===== src/rtl/combo_decoder_if.sv =====
// Encoded-word handshake between the keypad/entry side and combo_decoder.
// master drives words and abort; slave reports readiness.
interface combo_decoder_if;
    logic       in_valid;
    logic [4:0] in_code;
    logic       in_ready;
    logic       clear;

    modport master (output in_valid, output in_code, output clear, input in_ready);
    modport slave  (input in_valid, input in_code, input clear, output in_ready);
endinterface


===== src/rtl/combo_decoder.sv =====
// Decodes three additive-keyed 5-bit words, compares them with the stored A/B/C combination
// and drives unlock / error / lockout. Define COMBO_LOCKOUT_EN to build the failure lockout.
module combo_decoder #(
    parameter logic [4:0] KEY0        = 5'd3,
    parameter logic [4:0] KEY1        = 5'd7,
    parameter logic [4:0] KEY2        = 5'd11,
    parameter int         OPEN_CYCLES = 4,
    parameter int         MAX_FAIL    = 3,
    parameter int         LOCK_CYCLES = 8
) (
    input  logic           clk,
    input  logic           rst,
    combo_decoder_if.slave bus,
    input  logic [4:0]     a,
    input  logic [4:0]     b,
    input  logic [4:0]     c,
    output logic [4:0]     d0,
    output logic [4:0]     d1,
    output logic [4:0]     d2,
    output logic           unlock,
    output logic           error,
    output logic           lockout,
    output logic           busy
);
    localparam int TMAX = (OPEN_CYCLES > LOCK_CYCLES) ? OPEN_CYCLES : LOCK_CYCLES;
    localparam int TW   = $clog2(TMAX + 1);
    localparam int FW   = $clog2(MAX_FAIL + 1);

    typedef enum logic [2:0] {
        IDLE,
        COLLECT,
        CHECK,
        OPEN,
        FAIL
`ifdef COMBO_LOCKOUT_EN
        ,
        LOCKED
`endif
    } state_t;

    state_t        state, state_n;
    logic [1:0]    idx, idx_n;
    logic [FW-1:0] fail_cnt, fail_n;
    logic [TW-1:0] tmr, tmr_n;
    logic [2:0]    d_we;
    logic          ready;
    logic          accept;

    function automatic logic [4:0] decode(input logic [4:0] code, input logic [4:0] key);
        return code - key;
    endfunction

    function automatic logic [FW-1:0] sat_inc(input logic [FW-1:0] v);
        return (v >= FW'(MAX_FAIL)) ? v : v + FW'(1);
    endfunction

    assign ready        = (state == IDLE) || (state == COLLECT);
    assign bus.in_ready = ready;
    assign accept       = bus.in_valid && ready;
    assign busy         = (state != IDLE);

    always_comb begin
        state_n = state;
        idx_n   = idx;
        fail_n  = fail_cnt;
        tmr_n   = tmr;
        d_we    = 3'b000;
        case (state)
            IDLE: begin
                if (accept) begin
                    d_we    = 3'b001;
                    idx_n   = 2'd1;
                    state_n = COLLECT;
                end
            end
            COLLECT: begin
                // an abort wins over a word presented in the same cycle
                if (bus.clear) begin
                    idx_n   = 2'd0;
                    state_n = IDLE;
                end else if (accept) begin
                    d_we = 3'b001 << idx;
                    if (idx == 2'd2) begin
                        idx_n   = 2'd0;
                        state_n = CHECK;
                    end else begin
                        idx_n = idx + 2'd1;
                    end
                end
            end
            CHECK: begin
                if ({d0, d1, d2} == {a, b, c}) begin
                    fail_n  = '0;
                    tmr_n   = TW'(OPEN_CYCLES - 1);
                    state_n = OPEN;
                end else begin
                    state_n = FAIL;
                end
            end
            OPEN: begin
                if (tmr == '0) state_n = IDLE;
                else           tmr_n   = tmr - TW'(1);
            end
            FAIL: begin
                fail_n  = sat_inc(fail_cnt);
                state_n = IDLE;
`ifdef COMBO_LOCKOUT_EN
                if (sat_inc(fail_cnt) == FW'(MAX_FAIL)) begin
                    tmr_n   = TW'(LOCK_CYCLES - 1);
                    state_n = LOCKED;
                end
`endif
            end
`ifdef COMBO_LOCKOUT_EN
            LOCKED: begin
                if (tmr == '0) begin
                    fail_n  = '0;
                    state_n = IDLE;
                end else begin
                    tmr_n = tmr - TW'(1);
                end
            end
`endif
            default: state_n = IDLE;
        endcase
    end

    always_ff @(posedge clk or posedge rst) begin
        if (rst) begin
            state    <= IDLE;
            idx      <= '0;
            fail_cnt <= '0;
            tmr      <= '0;
        end else begin
            state    <= state_n;
            idx      <= idx_n;
            fail_cnt <= fail_n;
            tmr      <= tmr_n;
        end
    end

    always_ff @(posedge clk or posedge rst) begin
        if (rst) begin
            d0 <= '0;
            d1 <= '0;
            d2 <= '0;
        end else begin
            if (d_we[0]) d0 <= decode(bus.in_code, KEY0);
            if (d_we[1]) d1 <= decode(bus.in_code, KEY1);
            if (d_we[2]) d2 <= decode(bus.in_code, KEY2);
        end
    end

    // outcome flags are registered off the state, so they appear one edge after entering OPEN/FAIL
    always_ff @(posedge clk or posedge rst) begin
        if (rst) begin
            unlock <= 1'b0;
            error  <= 1'b0;
        end else begin
            unlock <= (state == OPEN);
            error  <= (state == FAIL);
        end
    end

`ifdef COMBO_LOCKOUT_EN
    always_ff @(posedge clk or posedge rst) begin
        if (rst) lockout <= 1'b0;
        else     lockout <= (state == LOCKED);
    end
`else
    assign lockout = 1'b0;
`endif

endmodule


===== src/flat_wrapper.sv =====
// flat-port wrapper written by rule: the top's interface ports become plain ports
module combo_decoder_flat 
#(
    parameter logic [4:0] KEY0        = 5'd3,
    parameter logic [4:0] KEY1        = 5'd7,
    parameter logic [4:0] KEY2        = 5'd11,
    parameter int         OPEN_CYCLES = 4,
    parameter int         MAX_FAIL    = 3,
    parameter int         LOCK_CYCLES = 8
)
  (clk, rst, a, b, c, d0, d1, d2, unlock, error, lockout, busy, bus_in_valid, bus_in_code, bus_clear, bus_in_ready);
  combo_decoder_if bus_i ();
  input  logic clk;
  input  logic rst;
  input  logic [4:0] a;
  input  logic [4:0] b;
  input  logic [4:0] c;
  output logic [4:0] d0;
  output logic [4:0] d1;
  output logic [4:0] d2;
  output logic unlock;
  output logic error;
  output logic lockout;
  output logic busy;
  input wire logic [$bits(bus_i.in_valid)-1:0] bus_in_valid;
  input wire logic [$bits(bus_i.in_code)-1:0] bus_in_code;
  input wire logic [$bits(bus_i.clear)-1:0] bus_clear;
  output wire logic [$bits(bus_i.in_ready)-1:0] bus_in_ready;
  assign bus_i.in_valid = bus_in_valid;
  assign bus_i.in_code = bus_in_code;
  assign bus_i.clear = bus_clear;
  assign bus_in_ready = bus_i.in_ready;
  combo_decoder #(.KEY0(KEY0), .KEY1(KEY1), .KEY2(KEY2), .OPEN_CYCLES(OPEN_CYCLES), .MAX_FAIL(MAX_FAIL), .LOCK_CYCLES(LOCK_CYCLES)) u_core (.clk(clk), .rst(rst), .bus(bus_i), .a(a), .b(b), .c(c), .d0(d0), .d1(d1), .d2(d2), .unlock(unlock), .error(error), .lockout(lockout), .busy(busy));
endmodule

===== config.mk =====
export PLATFORM = sky130hd
export DESIGN_NAME = combo_decoder_flat
export DESIGN_NICKNAME = d
export VERILOG_FILES = /design/src/rtl/combo_decoder_if.sv /design/src/rtl/combo_decoder.sv /design/src/flat_wrapper.sv
export SDC_FILE = /design/constraint.sdc
export NUM_CORES = 1
export LEC_CHECK = 0
export ABC_AREA = 1
export CORE_ASPECT_RATIO = 0.9
export CORE_MARGIN = 2
export CORE_UTILIZATION = 51
export CTS_CLUSTER_DIAMETER = 200
export DETAILED_ROUTE_END_ITERATION = 8
export PLACE_DENSITY = 0.84
export SYNTH_ARGS = -nofsm -noshare
export SYNTH_HDL_FRONTEND = slang
export SYNTH_SLANG_ARGS = --single-unit
export TNS_END_PERCENT = 50

===== constraint.sdc =====
create_clock -name clk -period 2.5 [get_ports clk]
set_input_delay 0.25 -clock clk [delete_from_list [all_inputs] [get_ports clk]]
set_output_delay 0.25 -clock clk [all_outputs]
set_load 0.01 [all_outputs]

==> metrics.log <==
[metrics] worst path required time: 2.25 ns
[metrics] post-synthesis cell count: 221
[metrics] leakage: around 1.1 nW
[metrics] maximum clock skew at final layout: 0.00782 ns
[metrics] final setup fails: 0
[metrics] Final Wtd Congestion: 0.816
[metrics] worst path setup slack after routing: 0.637 ns
[metrics] overall overflow remaining after global route: 0
[metrics] Reg2Reg Setup Slack: between 1 and 1.5 ns
[metrics] max cap viols: 0
[metrics] clock transition at the registers of the reported paths: 0.14 ns
[metrics] relative contribution of the clock network to total power: 0.102
[metrics] nets: roughly 300
[metrics] half-perimeter wire length after placement: 2.68 mm
[metrics] post-route fraction of the period consumed by the critical path: 0.745
[metrics] initial core utilization: 0.524
[metrics] Resized Gates After CTS: 0
[metrics] area overhead of the layout relative to synthesis: 31.5%
[metrics] DRT Wirelength: 3.35 mm
[metrics] CTS tree: yes
[metrics] final period demand of the worst path: between 1.5 and 2 ns
[metrics] Port Buffer Count: 42
[metrics] number of slew-limit violations in the final report: 0
[metrics] dpl ws: between 0.7 and 0.8 ns
[metrics] fraction of final layout cells with drive strength greater than 1: 0.0865
[metrics] RR Startpoint: u_core.state[2]$_DFFE_PP0P_
[metrics] number of buffers added for setup after CTS: 0
[metrics] Detail Route Antenna Nets: 0
[metrics] internal power: 1.22 mW
[metrics] Die Span Y: 56.9 µm
[metrics] first-pass detailed-route iteration total: 4
[metrics] switching share of power: 0.409
[metrics] post-synthesis net count: 247
[metrics] Total Negative Setup Slacks: 0 ns
[metrics] number of antenna violations at the first check in global routing: 0
[metrics] CTS HTree Levels: 1
[metrics] highest net fanout along the worst path: 4
[metrics] antenna diode instance count: 0
[metrics] number of placed I/O pins: 44
[metrics] clock tree root driver cell: sky130_fd_sc_hd__clkbuf_4
[metrics] wire length of the first global-routing pass: 6.24 mm
[metrics] mapped cell area: 1580 µm²
[metrics] syn avg cell area: about 7.2 µm²
[metrics] Critical Path Sink Type: primary output
[metrics] Cell Pwr Density: 992 nW/µm²
[metrics] largest net degree at the start of global routing: 27
[metrics] maximum resistive drop on vdd: 0.672 mV
[metrics] length in cells of the worst reg-to-reg path: 6
[metrics] number of distinct standard cells referenced by the synthesized netlist: 24
[metrics] endpoints failing hold: 0
[metrics] DR DRC count: 0
[metrics] most frequent cells in the layout: sky130_fd_sc_hd__nand2_1 (79), sky130_fd_sc_hd__clkdlybuf4s50_1 (42), sky130_fd_sc_hd__inv_1 (39)
[metrics] total of warnings raised by yosys: 0
[metrics] RSZ-0062 raised after global routing: no
[metrics] die width: 62.7 µm
[metrics] number of placement rows: 19
[metrics] vias in the first global route: 1423
[metrics] count of vias placed by the detailed router: 1444
[metrics] Seq/Total Area, Yosys: 0.411
[metrics] via density per instance: 4.69
[metrics] register share of total power: 0.385
[metrics] first-iteration detailed-routing DRC count: 61
[metrics] clock network latency to the later pin of the worst-skew pair: 0.32 ns
[metrics] end of the worst register-to-register path: u_core.d1[1]$_DFFE_PP0P_
[metrics] area enclosed by the die boundary: between 3000 and 4000 µm²
[metrics] outcome: finished, final reports clean
[metrics] Worst Path Arrival: about 1.6 ns
[metrics] logic gate share of total power: 0.513
[metrics] kind of critical path: flip-flop to primary output
[metrics] Critical Path Start Type: flip-flop
[metrics] hold buffers post-CTS: 0
[metrics] class of the tightest hold or removal check: input port to asynchronous set/reset pin
[metrics] Switching Power: between 0.8 and 0.9 mW
[metrics] top achievable clock speed: 537 MHz
[metrics] total clock buffers created by CTS: 3
[metrics] most common library cell in the layout ignoring fill and taps: sky130_fd_sc_hd__nand2_1
[metrics] wire length per cell: between 10 and 15 µm
[metrics] Clock Sink Count: 26
[metrics] area inside the core boundary: between 3000 and 4000 µm²
[metrics] maximum buffer depth of the clock tree: 2
[metrics] overall track demand over capacity in global routing: 0.219
[metrics] flop and latch count out of synthesis: 26
-- worst max-delay path, cell delays in order (launching register included) --
cell	delay, ns
sky130_fd_sc_hd__dfrtp_1	0.50
sky130_fd_sc_hd__inv_1	0.11
sky130_fd_sc_hd__nand3_2	0.13
sky130_fd_sc_hd__clkdlybuf4s50_1	0.55
-- registers in the layout, indices dropped and copies added, names as in the netlist --
| signal | flops |
|---|---|
| u_core.d0 | 5 |
| u_core.d1 | 5 |
| u_core.d2 | 5 |
| u_core.error | 1 |
| u_core.idx | 2 |
| u_core.state | 3 |
| u_core.tmr | 4 |
| u_core.unlock | 1 |
-- cell usage after synthesis --
cell type                   n  area share
sky130_fd_sc_hd__nor2_4     1      0.0071
sky130_fd_sc_hd__inv_2      3      0.0071
sky130_fd_sc_hd__conb_1     1      0.0024
sky130_fd_sc_hd__xor2_1     7       0.039
sky130_fd_sc_hd__dfrtp_1   26        0.41
sky130_fd_sc_hd__o21ai_0   11       0.035
sky130_fd_sc_hd__a21oi_4    1       0.010
sky130_fd_sc_hd__nor3_1     3      0.0095
sky130_fd_sc_hd__buf_4      1      0.0047
sky130_fd_sc_hd__a21oi_2    1      0.0055
sky130_fd_sc_hd__nor2_2     2      0.0079
sky130_fd_sc_hd__buf_6      1      0.0071
sky130_fd_sc_hd__o21ai_2    4       0.022
sky130_fd_sc_hd__nor2_1    19       0.045
sky130_fd_sc_hd__xnor2_1    1      0.0055
sky130_fd_sc_hd__a21oi_1    3      0.0095
sky130_fd_sc_hd__inv_1     39       0.092
sky130_fd_sc_hd__nor3_4     1       0.010
sky130_fd_sc_hd__nand2_1   79        0.19
sky130_fd_sc_hd__a21boi_0   1      0.0047
sky130_fd_sc_hd__nand3_1    9       0.028
sky130_fd_sc_hd__nand2_4    1      0.0071
sky130_fd_sc_hd__nand3_2    4       0.025
sky130_fd_sc_hd__ha_1       2       0.016
-- through the flow --
stage / util / area [µm²] / hold WS [ns] / cells / total power, mW
floorplan: - / 1580 / 0.290 / 221 / 1.40
global placement: 0.677 / 2040 / 0.520 / 304 / 1.83
detailed placement: 0.677 / 2040 / 0.529 / 304 / 1.87
CTS: 0.689 / 2080 / 0.270 / 308 / 2.09
global route: 0.689 / 2080 / 0.318 / 308 / 2.25
finish: 0.689 / 2080 / 0.262 / 308 / 2.06
-- layer usage --
metal / track usage / vias to the layer above / routed length, µm
met2: 0.381 / 50 / 1560
met5: 0 / - / 0
li1: - / 756 / -
met1: 0.282 / 636 / 1530
met3: 0.0481 / 2 / 239
met4: 0.0413 / 0 / 21
-- worst max path at each step --
stage                                           start                   endpoint  slack, ns  depth (start not counted)
final                     u_core.state[2]$_DFFE_PP0P_                       busy       0.64                          3
after global placement                 bus_in_code[0]   u_core.d0[4]$_DFFE_PP0P_       0.82                          7
after CTS                 u_core.state[2]$_DFFE_PP0P_                       busy       0.62                          3
after detailed placement                         c[1]  u_core.tmr[2]$_DFFE_PP0P_       0.79                         10
after global routing      u_core.state[2]$_DFFE_PP0P_                       busy       0.56                          3
after floorplan           u_core.state[2]$_DFFE_PP0P_   u_core.d1[4]$_DFFE_PP0P_       1.22                          7
-- cells by family after synthesis --
family	share of synthesized area
simple gates	0.328
buf+inv	0.111
flops	0.411
compound gates	0.0870
xor+xnor	0.0443
fa+ha+maj	0.0158
other cells	0.00237
-- final cells by class --
class,instances,area [µm²]
clock buffer,4,36.3
fill,281,938
tap,42,52.6
multi-input combinational,151,756
timing repair buffer,43,428
sequential,26,651
inverter,42,158
-- power by group through the flow --
| stage | clock network [mW] | logic, mW | registers (mW) |
|---|---|---|---|
| after global placement | 0 | 1.04 | 0.795 |
| after floorplan | 0 | 0.580 | 0.824 |
| after detailed placement | 0 | 1.07 | 0.803 |
| final | 0.210 | 1.06 | 0.795 |
| after global routing | 0.235 | 1.20 | 0.822 |
| after CTS | 0.218 | 1.07 | 0.795 |
Power figures use the tool's default switching activity.
